`config.mk`:
```
export PLATFORM = sky130hd
export DESIGN_NAME = matvec_engine
export DESIGN_NICKNAME = d
export VERILOG_FILES = /design/src/rtl/matvec_engine.sv
export SDC_FILE = /design/constraint.sdc
export NUM_CORES = 1
export LEC_CHECK = 0
export CORE_AREA = 2 2 230 232
export CTS_CLUSTER_SIZE = 25
export DETAILED_ROUTE_END_ITERATION = 7
export DIE_AREA = 0 0 232 234
export PLACE_DENSITY = 0.78
export SETUP_SLACK_MARGIN = 0.3
export SYNTH_ARGS = -nofsm -noshare
export SYNTH_HDL_FRONTEND = slang
export SYNTH_SLANG_ARGS = --single-unit
export TNS_END_PERCENT = 10
```
`constraint.sdc`:
```
create_clock -name clk -period 6.8 [get_ports clk]
set_input_delay 0.68 -clock clk [delete_from_list [all_inputs] [get_ports clk]]
set_output_delay 0.68 -clock clk [all_outputs]
set_load 0.05 [all_outputs]
```
`src/rtl/matvec_engine.sv`:
```
// Embedding-row fetch or Q-format matrix-vector product over a single-outstanding
// read port; one result element is streamed out per output row.
module matvec_engine #(
    parameter int DATA_W    = 16,
    parameter int FRAC_BITS = 8,
    parameter int IN_DIM    = 16,
    parameter int OUT_DIM   = 32,
    parameter int ADDR_W    = 27,
    localparam int IW = $clog2(IN_DIM),
    localparam int OW = (OUT_DIM > 1) ? $clog2(OUT_DIM) : 1
) (
    input  logic              clk,
    input  logic              reset_n,
    input  logic              start,
    input  logic [1:0]        mode,
    input  logic [ADDR_W-1:0] base_addr,
    input  logic [6:0]        token,
    input  logic              abort,
    input  logic              vec_wr_en,
    input  logic [IW-1:0]     vec_wr_idx,
    input  logic [DATA_W-1:0] vec_wr_data,
    output logic              rd_req,
    output logic [ADDR_W-1:0] rd_addr,
    input  logic              rd_ready,
    input  logic              rd_valid,
    input  logic [DATA_W-1:0] rd_data,
    output logic              out_valid,
    output logic [OW-1:0]     out_idx,
    output logic [DATA_W-1:0] out_data,
    output logic              busy,
    output logic              done
);
    localparam int ACC_W = 2 * DATA_W + IW;

    localparam logic [2:0] S_IDLE = 3'd0;
    localparam logic [2:0] S_REQ  = 3'd1;
    localparam logic [2:0] S_WAIT = 3'd2;
    localparam logic [2:0] S_ACC  = 3'd3;
    localparam logic [2:0] S_EMIT = 3'd4;
    localparam logic [2:0] S_DONE = 3'd5;

    localparam logic [1:0] M_EMBED = 2'd0;
    localparam logic [1:0] M_RELU  = 2'd2;

    localparam logic signed [ACC_W-1:0] SAT_MAX = {{(ACC_W-DATA_W+1){1'b0}}, {(DATA_W-1){1'b1}}};
    localparam logic signed [ACC_W-1:0] SAT_MIN = {{(ACC_W-DATA_W+1){1'b1}}, {(DATA_W-1){1'b0}}};

    logic [2:0]               state_q, state_d;
    logic [1:0]               mode_q, mode_d;
    logic [ADDR_W-1:0]        base_q, base_d;
    logic [6:0]               token_q, token_d;
    logic [IW-1:0]            i_q, i_d;
    logic [OW-1:0]            j_q, j_d;
    logic signed [ACC_W-1:0]  acc_q, acc_d;
    logic signed [DATA_W-1:0] rdata_q, rdata_d;
    logic                     out_valid_q, out_valid_d;
    logic [OW-1:0]            out_idx_q, out_idx_d;
    logic [DATA_W-1:0]        out_data_q, out_data_d;
    logic signed [DATA_W-1:0] vec_q [IN_DIM];

    logic [IN_DIM-1:0]          vec_we;
    logic signed [2*DATA_W-1:0] product;
    logic signed [ACC_W-1:0]    acc_shift;
    logic signed [DATA_W-1:0]   emit_val;
    logic [ADDR_W-1:0]          row_off;
    logic                       is_embed, last_i, last_j;

    assign is_embed = (mode_q == M_EMBED);
    assign last_i   = (i_q == IW'(IN_DIM - 1));
    assign last_j   = (j_q == OW'(OUT_DIM - 1));

    assign busy      = (state_q != S_IDLE);
    assign rd_req    = (state_q == S_REQ);
    assign done      = (state_q == S_DONE);
    assign out_valid = out_valid_q;
    assign out_idx   = out_idx_q;
    assign out_data  = out_data_q;

    // Address is derived from stable registers, so it cannot move while rd_req waits.
    assign row_off = is_embed ? ADDR_W'(token_q) * ADDR_W'(OUT_DIM) + ADDR_W'(j_q)
                              : ADDR_W'(j_q) * ADDR_W'(IN_DIM) + ADDR_W'(i_q);
    assign rd_addr = base_q + row_off;

    assign product   = (2*DATA_W)'(rdata_q) * (2*DATA_W)'(vec_q[i_q]);
    assign acc_shift = acc_q >>> FRAC_BITS;

    always_comb begin
        emit_val = acc_shift[DATA_W-1:0];
        if (acc_shift > SAT_MAX) begin
            emit_val = {1'b0, {(DATA_W-1){1'b1}}};
        end else if (acc_shift < SAT_MIN) begin
            emit_val = {1'b1, {(DATA_W-1){1'b0}}};
        end
        if (mode_q == M_RELU && emit_val[DATA_W-1]) begin
            emit_val = '0;
        end
    end

    for (genvar gi = 0; gi < IN_DIM; gi++) begin : g_vec_we
        assign vec_we[gi] = vec_wr_en && !busy && (vec_wr_idx == IW'(gi));
    end

    always_comb begin
        state_d     = state_q;
        mode_d      = mode_q;
        base_d      = base_q;
        token_d     = token_q;
        i_d         = i_q;
        j_d         = j_q;
        acc_d       = acc_q;
        rdata_d     = rdata_q;
        out_valid_d = 1'b0;
        out_idx_d   = out_idx_q;
        out_data_d  = out_data_q;
        case (state_q)
            S_IDLE: begin
                if (start) begin
                    mode_d  = mode;
                    base_d  = base_addr;
                    token_d = token;
                    i_d     = '0;
                    j_d     = '0;
                    acc_d   = '0;
                    state_d = S_REQ;
                end
            end
            S_REQ: begin
                if (rd_ready) state_d = S_WAIT;
            end
            S_WAIT: begin
                if (rd_valid) begin
                    if (is_embed) begin
                        out_valid_d = 1'b1;
                        out_idx_d   = j_q;
                        out_data_d  = rd_data;
                        if (last_j) begin
                            state_d = S_DONE;
                        end else begin
                            j_d     = j_q + OW'(1);
                            state_d = S_REQ;
                        end
                    end else begin
                        rdata_d = rd_data;
                        state_d = S_ACC;
                    end
                end
            end
            S_ACC: begin
                acc_d = acc_q + ACC_W'(product);
                if (last_i) begin
                    state_d = S_EMIT;
                end else begin
                    i_d     = i_q + IW'(1);
                    state_d = S_REQ;
                end
            end
            S_EMIT: begin
                out_valid_d = 1'b1;
                out_idx_d   = j_q;
                out_data_d  = emit_val;
                acc_d       = '0;
                i_d         = '0;
                if (last_j) begin
                    state_d = S_DONE;
                end else begin
                    j_d     = j_q + OW'(1);
                    state_d = S_REQ;
                end
            end
            S_DONE:  state_d = S_IDLE;
            default: state_d = S_IDLE;
        endcase
        // Cancel wins over everything except a start issued from IDLE.
        if (abort && state_q != S_IDLE) begin
            state_d     = S_IDLE;
            out_valid_d = 1'b0;
        end
    end

    always_ff @(posedge clk or negedge reset_n) begin
        if (!reset_n) begin
            state_q     <= S_IDLE;
            mode_q      <= '0;
            base_q      <= '0;
            token_q     <= '0;
            i_q         <= '0;
            j_q         <= '0;
            acc_q       <= '0;
            rdata_q     <= '0;
            out_valid_q <= 1'b0;
            out_idx_q   <= '0;
            out_data_q  <= '0;
        end else begin
            state_q     <= state_d;
            mode_q      <= mode_d;
            base_q      <= base_d;
            token_q     <= token_d;
            i_q         <= i_d;
            j_q         <= j_d;
            acc_q       <= acc_d;
            rdata_q     <= rdata_d;
            out_valid_q <= out_valid_d;
            out_idx_q   <= out_idx_d;
            out_data_q  <= out_data_d;
        end
    end

    always_ff @(posedge clk or negedge reset_n) begin
        if (!reset_n) begin
            for (int k = 0; k < IN_DIM; k++) vec_q[k] <= '0;
        end else begin
            for (int k = 0; k < IN_DIM; k++) begin
                if (vec_we[k]) vec_q[k] <= vec_wr_data;
            end
        end
    end

endmodule

```
==> results of run 1 <==
worst paths after layout:
check / start / end / slack, ns / cells after the start
hold / removal: reset_n / base_q[10] / 0.09 / 1
min in group clk: acc_q[6] / acc_q[6] / 0.50 / 2
setup / recovery: i_q[0] / acc_q[33] / -0.53 / 26
max in group asynchronous: reset_n / i_q[0] / 5.23 / 2
hold reg to reg: acc_q[6] / acc_q[6] / 0.50 / 2
setup reg to reg: i_q[0] / acc_q[33] / -0.53 / 26
routing by layer:
metal  track usage (%)  up-vias
met5                 0        -
met4              12.0        6
met3              5.59      192
met2              45.0      585
met1              35.3    10053
li1                  -     8660
synthesized netlist by cell type (5+ instances only):
master,number
a21o_1,20
a21oi_1,69
a22o_1,7
a31oi_1,6
and2_1,153
and3_1,8
buf_2,24
buf_4,6
buf_6,10
clkbuf_1,63
dfrtp_1,378
dlygate4sd1_1,5
fa_1,315
ha_1,122
inv_1,395
mux2_2,320
mux4_1,8
mux4_2,70
nand2_1,151
nand2_2,22
nand2b_1,6
nand3_1,14
nand4_1,10
nor2_1,99
nor2b_1,8
nor3_1,7
nor3b_1,5
o211ai_1,5
o21a_1,8
o21ai_0,45
o21ai_1,6
o21bai_1,10
or3_1,6
xnor2_1,39
xor2_1,23
per-stage QoR:
stage | utilization [%] | std cells | instance area, µm²
floorplan | - | 2507 | 29600
global placement | 62.4 | 3370 | 32500
detailed placement | 62.4 | 3370 | 32500
CTS | 65.6 | 3458 | 34100
global route | 65.8 | 3464 | 34300
finish | 65.8 | 3464 | 34300
cells by family (layout without fill, tap and decap cells):
family	Yosys count	count (layout)
buffers and inverters	511	777
adder cells (fa/ha/maj)	438	438
multiplexers	402	405
AND/OR/NAND/NOR	511	511
AO/OA/AOI/OAI	205	205
flip-flops	378	378
XOR/XNOR	62	62
state kept, by name (all words and copies together), names as in the netlist:
| name | cells |
|---|---|
| state_q | 3 |
| token_q | 7 |
| vec_q | 256 |
| base_q | 27 |
| out_idx | 5 |
| i_q | 4 |
| out_data | 16 |
| mode_q | 2 |
| out_valid | 1 |
| acc_q | 36 |
| j_q | 5 |
| rdata_q | 16 |
critical path: stages (launching register included):
cell and delay, ns:
dfrtp_4 0.47, buf_12 0.17, buf_12 0.17, mux4_2 0.50, mux4_2 0.61, buf_6 0.19, and2_1 0.17, fa_1 0.54
inv_1 0.05, fa_1 0.47, fa_1 0.51, inv_1 0.05, fa_1 0.45, fa_1 0.50, inv_1 0.05, fa_1 0.47
inv_1 0.06, ha_4 0.23, a21o_1 0.18, a21o_1 0.18, nand2_1 0.07, or2b_1 0.26, a22oi_2 0.23, o211ai_1 0.14
a21oi_1 0.18, xor2_1 0.16, o21ai_1 0.08
placed cells by master, fill, tap and decap left out, types with 7 or more instances in the layout:
master and instances:
dfrtp_1 376, and2_1 143, mux2_2 320, nand2_1 148, o21ai_0 40, xnor2_1 38, clkbuf_1 11, buf_12 15
a22o_1 7, nand2_2 24, and2_4 9, nand3_1 12, o21bai_1 9, nor3_1 7, inv_1 386, buf_6 8
clkdlybuf4s50_1 129, mux4_2 79, clkbuf_16 43, a21o_1 20, and3_1 7, o21a_1 8, nor2_1 94, o21ai_1 11
fa_1 308, inv_2 9, nor2b_1 7, fa_2 7, nand4_1 10, xor2_1 23, ha_4 15, ha_1 105
buf_4 154, a21oi_1 63
what timing repair did:
action                                  CTS  global route
cloned                                    2             1
pin swaps                                10             4
endpoints found under the setup margin   24            26
setup buffers                            11             5
resized for setup                        32            18
area by class of cell:
class                   instances  share of cell area [%]
clock buffers                  60                    3.50
clock inverters                15                   0.526
inverters                     395                    4.33
multi-input cells            1621                    53.2
flip-flops and latches        378                    27.6
well taps                     688                    2.51
repair buffers                307                    8.33
==> results.toml, run 1 <==
[logic_synthesis]
synth_xor_area_share_pct = 1.85
synthMuxAreaShare_pct = 18.6
synth_nets = 3023
synth_ff_type = "dfrtp_1"
synth_cell_type_count = 73
synth_compound_gate_area_share_pct = 4.54
syn_inst = 2507
ys_warn_count = 0
synth_edf_count = 0
synthAdderAreaFrac_pct = 26.7
ys_async_sr_fraction_pct = 100
syn_area_per_cell_um2 = 11.7
synthSimpleGateAreaFrac_pct = 8.83
synth.area.top_cells = "dfrtp_1, fa_1, mux2_2"
syn_area_um2 = 29300
yosysTopAreaCell = "dfrtp_1"
synth_top_area_share_pct = 32.2
ys_seq_area_share_pct = 32.2
ys_ff_latch = 378
synth_top_family_by_area = "adder cells"

[sta]
hold_ws_ns = 0.0861
drv_slew = 0
post-route-period-util_pct = 108
tightestPinTransition_ns = 1.27
rsz0062_at_grt = "true"
setup-violations-final = 19
fmax_mhz = 136
min_period_ns = 7.33
fin_skew_ns = 0.0240
tns_ns = -6.73
hold_viol = 0
maxSlewHeadroom_pct = 15.2
fin_ws_ns = -0.530

[place]
hpwl_mm = 51.7
gp_congestion = 0.901
io_buffers = 130
dp_slack_ns = -0.658

[drt]
dr.pass1.iters = 5
routed_wl_mm = 71.4
num_vias = 19496
wl_met2_mm = 34.4
drt_iter0_markers = 1173
ant_nets = 0
drc = 0
via_per_inst = 5.63
wl_per_cell_um = 20.6
top_layer = "met5"
met3WireLength_mm = 4.36
m1WireLength_mm = 29.2

[worst_setup_path]
worstPathArrival_ns = 7.77
end_kind = "flip-flop"
cp_max_fo = 12
crit_type = "reg2reg"
required_ns = 7.24
crit_path_start_kind = "flip-flop"

[floorplan]
fp.dieH_um = 234
die-area_um2 = 54300
start_util_pct = 56.4
die_w_um = 232
core_um2 = 52000
rows = 84
ios = 131

[clocking]
clk_pin_slew_ns = 0.06
cts_sinks = 378
cts_tree = "built"
cts_buffer_depth = 3
insertion_delay_ns = 0.59
ctsHoldBuffers = 0
cts_made_buffers = 42
cts_root_buffer = "clkbuf_16"
cts_max_level = 2

[finish]
diodes = 0
register_area_um2 = 9460
layout-drive-gt1-share_pct = 27.4
syn2layout_area_growth_pct = 16.8
multi_input_area_um2 = 18200
fin_nets = 3261
nFillCells = 3734

[status]
outcome = "finished, violations left"
violations = "negative setup slack"

[global_route]
grt_pass1_vias = 21289
gr-total-overflow = 0
grt_max_degree = 179
antenna_found_initial = 3
grt_pass1_wl_mm = 115
grtUsageTotal_pct = 27.3

[run]
drv_cap = 0

[hold_path]
hold_path_class = "in2async"
Power of run 1 is not shown: default switching activity piles up to over one toggle a cycle in this logic, so the estimate is an artifact.
==> run 2: changes to the inputs <==
--- a/config.mk
+++ b/config.mk
@@ -5,10 +5,12 @@
 export SDC_FILE = /design/constraint.sdc
 export NUM_CORES = 1
 export LEC_CHECK = 0
-export CORE_AREA = 2 2 230 232
+export ABC_AREA = 1
+export CORE_AREA = 2 2 233 235
 export CTS_CLUSTER_SIZE = 25
 export DETAILED_ROUTE_END_ITERATION = 7
-export DIE_AREA = 0 0 232 234
+export DIE_AREA = 0 0 235 237
+export HOLD_SLACK_MARGIN = 0.05
 export PLACE_DENSITY = 0.78
 export SETUP_SLACK_MARGIN = 0.3
 export SYNTH_ARGS = -nofsm -noshare
==> run 2 against run 1 <==
The flow now finishes without violations. Synthesized cell count increased by 47%. Critical path depth increased by 6. First-iteration DRC count increased by 140%. Wire length increased by 36%. Non-clock buffer count increased by 117. Design area increased by 7.8%. Utilization increased by 3.4 points. Worst hold slack improved by 0.042 ns. Critical endpoint is now acc_q[31]. Highest routed layer unchanged.
==> results.toml, run 2 <==
[logic_synthesis]
synth_edf_count = 0
synth_top_area_share_pct = 31.4
ys_seq_area_share_pct = 31.4
synth.most_common_cell = "nand2_1"
ys_async_sr_fraction_pct = 100
synth_commonest_cells = "nand2_1, inv_1, o21ai_0, dfrtp_1, nor2_1"
syn_area_um2 = 30100
synth_cell_type_count = 48
syn_area_per_cell_um2 = 8.17
ys_warn_count = 0
syn_inst = 3683
synth.area.top_cells = "dfrtp_1, fa_1, nand2_1"
synth_ff_type = "dfrtp_1"
ys_ff_latch = 378
yosysTopAreaCell = "dfrtp_1"
synth_nets = 4199

[drt]
drc = 0
dr.pass1.iters = 6
via_per_inst = 5.73
num_vias = 27026
ant_nets = 0
drt_iter0_markers = 2792
wl_per_cell_um = 20.5
routed_wl_mm = 96.8

[sta]
hold_viol = 0
fmax_mhz = 148
fin_skew_ns = 0.0365
setup-violations-final = 0
drv_slew = 0
rsz0062_at_grt = "true"
post-route-period-util_pct = 99.4
tightestPinTransition_ns = 1.07
min_period_ns = 6.76
maxSlewHeadroom_pct = 28.7

[floorplan]
core_um2 = 53300
die_w_um = 235
ios = 131
start_util_pct = 56.5
fp.dieH_um = 237
rows = 85
die-area_um2 = 55700

[finish]
utilization_pct = 69.3
final_cell_mix = "nand2_1, inv_1, dfrtp_1, o21ai_0, nor2_1"
fin_nets = 4503
final_common_cell = "nand2_1"
syn2layout_area_growth_pct = 22.6
largest_reg_flops = 256
layout-drive-gt1-share_pct = 15.5
regMostFlops = "vec_q"
largest_registers = "vec_q: 256 flops, acc_q: 36 flops, base_q: 27 flops"

[place]
gp_congestion = 1.03
io_buffers = 130
hpwl_mm = 67.3

[global_route]
grt_pass1_wl_mm = 152
grt_pass1_vias = 27628
antenna_found_initial = 3
gr-total-overflow = 0
grtUsageTotal_pct = 35.0
grt_max_degree = 152

[worst_setup_path]
crit_type = "reg2reg"
cp_max_fo = 6
crit_slowest_cell = "fa_2"
critical_path.max_stage_delay_ns = 0.58
crit_path_start_kind = "flip-flop"
critPathLaunch = "i_q[0]"
worstSetupEndpoint = "acc_q[31]"
end_kind = "flip-flop"
r2r-end = "acc_q[31]"
ff2ff_setup_slack_ns = 0.04
cp_common_cell = "nand2_1"
r2r_cells = 32
required_ns = 7.31
worstPathArrival_ns = 7.27
reg2reg_from = "i_q[0]"

[clocking]
ctsHoldBuffers = 0
cts_made_buffers = 43
cts_sinks = 378
cts_tree = "built"
clk_pin_slew_ns = 0.07
cts_max_level = 2
cts_root_buffer = "clkbuf_16"
insertion_delay_ns = 0.62
cts_buffer_depth = 3

[status]
outcome = "complete, no violations"

[hold_path]
hold_path_class = "in2async"

[run]
drv_cap = 0
==> run 2: changes by cell type in the layout (fill, tap and decap cells not counted), moves of 186 or more <==
cell,delta
nor2_1,+223
mux2_2,-320
o21ai_0,+310
a21oi_1,+186
inv_1,+249
nand2_1,+521
==> run 2: worst min path at each step <==
stage / to / startpoint / cells past startpoint / slack, ns
after floorplan: acc_q[0] / reset_n / 0 / 0.38
after global placement: token_q[2] / token_q[2] / 2 / 0.45
after detailed placement: token_q[0] / token_q[0] / 2 / 0.46
after CTS: vec_q[95] / reset_n / 1 / 0.15
after global routing: vec_q[255] / reset_n / 1 / 0.18
final: vec_q[198] / reset_n / 1 / 0.13
==> run 2: logic make-up (layout without fill, tap and decap cells) <==
logic type | count (synthesis) | after routing | synth area share [%]
AO/OA/AOI/OAI | 765 | 765 | 13.9
flip-flops | 378 | 378 | 31.4
adder cells (fa/ha/maj) | 437 | 437 | 26.0
other | 0 | 1 | 0
AND/OR/NAND/NOR | 1216 | 1216 | 16.3
XOR/XNOR | 27 | 27 | 0.786
buffers and inverters | 860 | 1198 | 11.6
==> run 2: what timing repair did <==
| item | in CTS | in global routing |
|---|---|---|
| gates cloned | 12 | 1 |
| pin swaps | 122 | 92 |
| setup endpoints to repair | 26 | 27 |
| buffers inserted | 62 | 7 |
| gates resized for setup | 232 | 109 |
==> run 2: area by class of cell <==
class | count | area, µm²
fillers | 3999 | 16400
inverters | 690 | 2620
clock buffers | 66 | 1300
diodes | 1 | 2.50
clock inverters | 13 | 208
flip-flops and latches | 378 | 9460
well taps | 696 | 871
repair buffers | 424 | 4180
multi-input cells | 2445 | 18200
repair inverters | 5 | 85.1
==> run 2: metal layers <==
metal | share of wire, % | wire (µm) | global-route usage, % | vias up
met5 | 0.062 | 60 | 0 | -
met4 | 4.5 | 4310 | 13.6 | 4
met3 | 11 | 10200 | 8.64 | 328
met2 | 46 | 44500 | 55.6 | 1486
met1 | 39 | 37700 | 46.6 | 13180
li1 | - | - | - | 12028
==> run 2: stage by stage <==
stage | instances | TNS, ns | instance area (µm²) | hold WS [ns] | setup slack [ns]
after floorplan | 3683 | 0 | 30100 | 0.384 | 0.466
after global placement | 4556 | -1.26 | 33300 | 0.455 | -0.154
after detailed placement | 4556 | -3.04 | 33300 | 0.460 | -0.279
after CTS | 4709 | 0 | 36500 | 0.154 | 0.192
after global routing | 4717 | -2.44 | 36900 | 0.177 | -0.239
final | 4718 | 0 | 36900 | 0.128 | 0.0408
==> run 2: critical path: cells and delay by family, from the launching register on <==
kind | cells | cell delay [ns]
fa+ha+maj | 7 | 3.31
buf+inv | 12 | 1.32
compound gates | 3 | 0.44
flops | 1 | 0.52
simple gates | 10 | 1.07
Power of run 2 is left out for the same reason.
==> run 3: changes to the inputs <==
--- a/config.mk
+++ b/config.mk
@@ -5,11 +5,10 @@
 export SDC_FILE = /design/constraint.sdc
 export NUM_CORES = 1
 export LEC_CHECK = 0
-export ABC_AREA = 1
-export CORE_AREA = 2 2 233 235
+export CORE_AREA = 2 2 230 232
 export CTS_CLUSTER_SIZE = 25
 export DETAILED_ROUTE_END_ITERATION = 7
-export DIE_AREA = 0 0 235 237
+export DIE_AREA = 0 0 232 234
 export HOLD_SLACK_MARGIN = 0.05
 export PLACE_DENSITY = 0.78
 export SETUP_SLACK_MARGIN = 0.3
==> results of run 3 <==
The final DEF is identical to that of run 1; final timing and power are the same.
Power of run 3 is left out for the same reason.
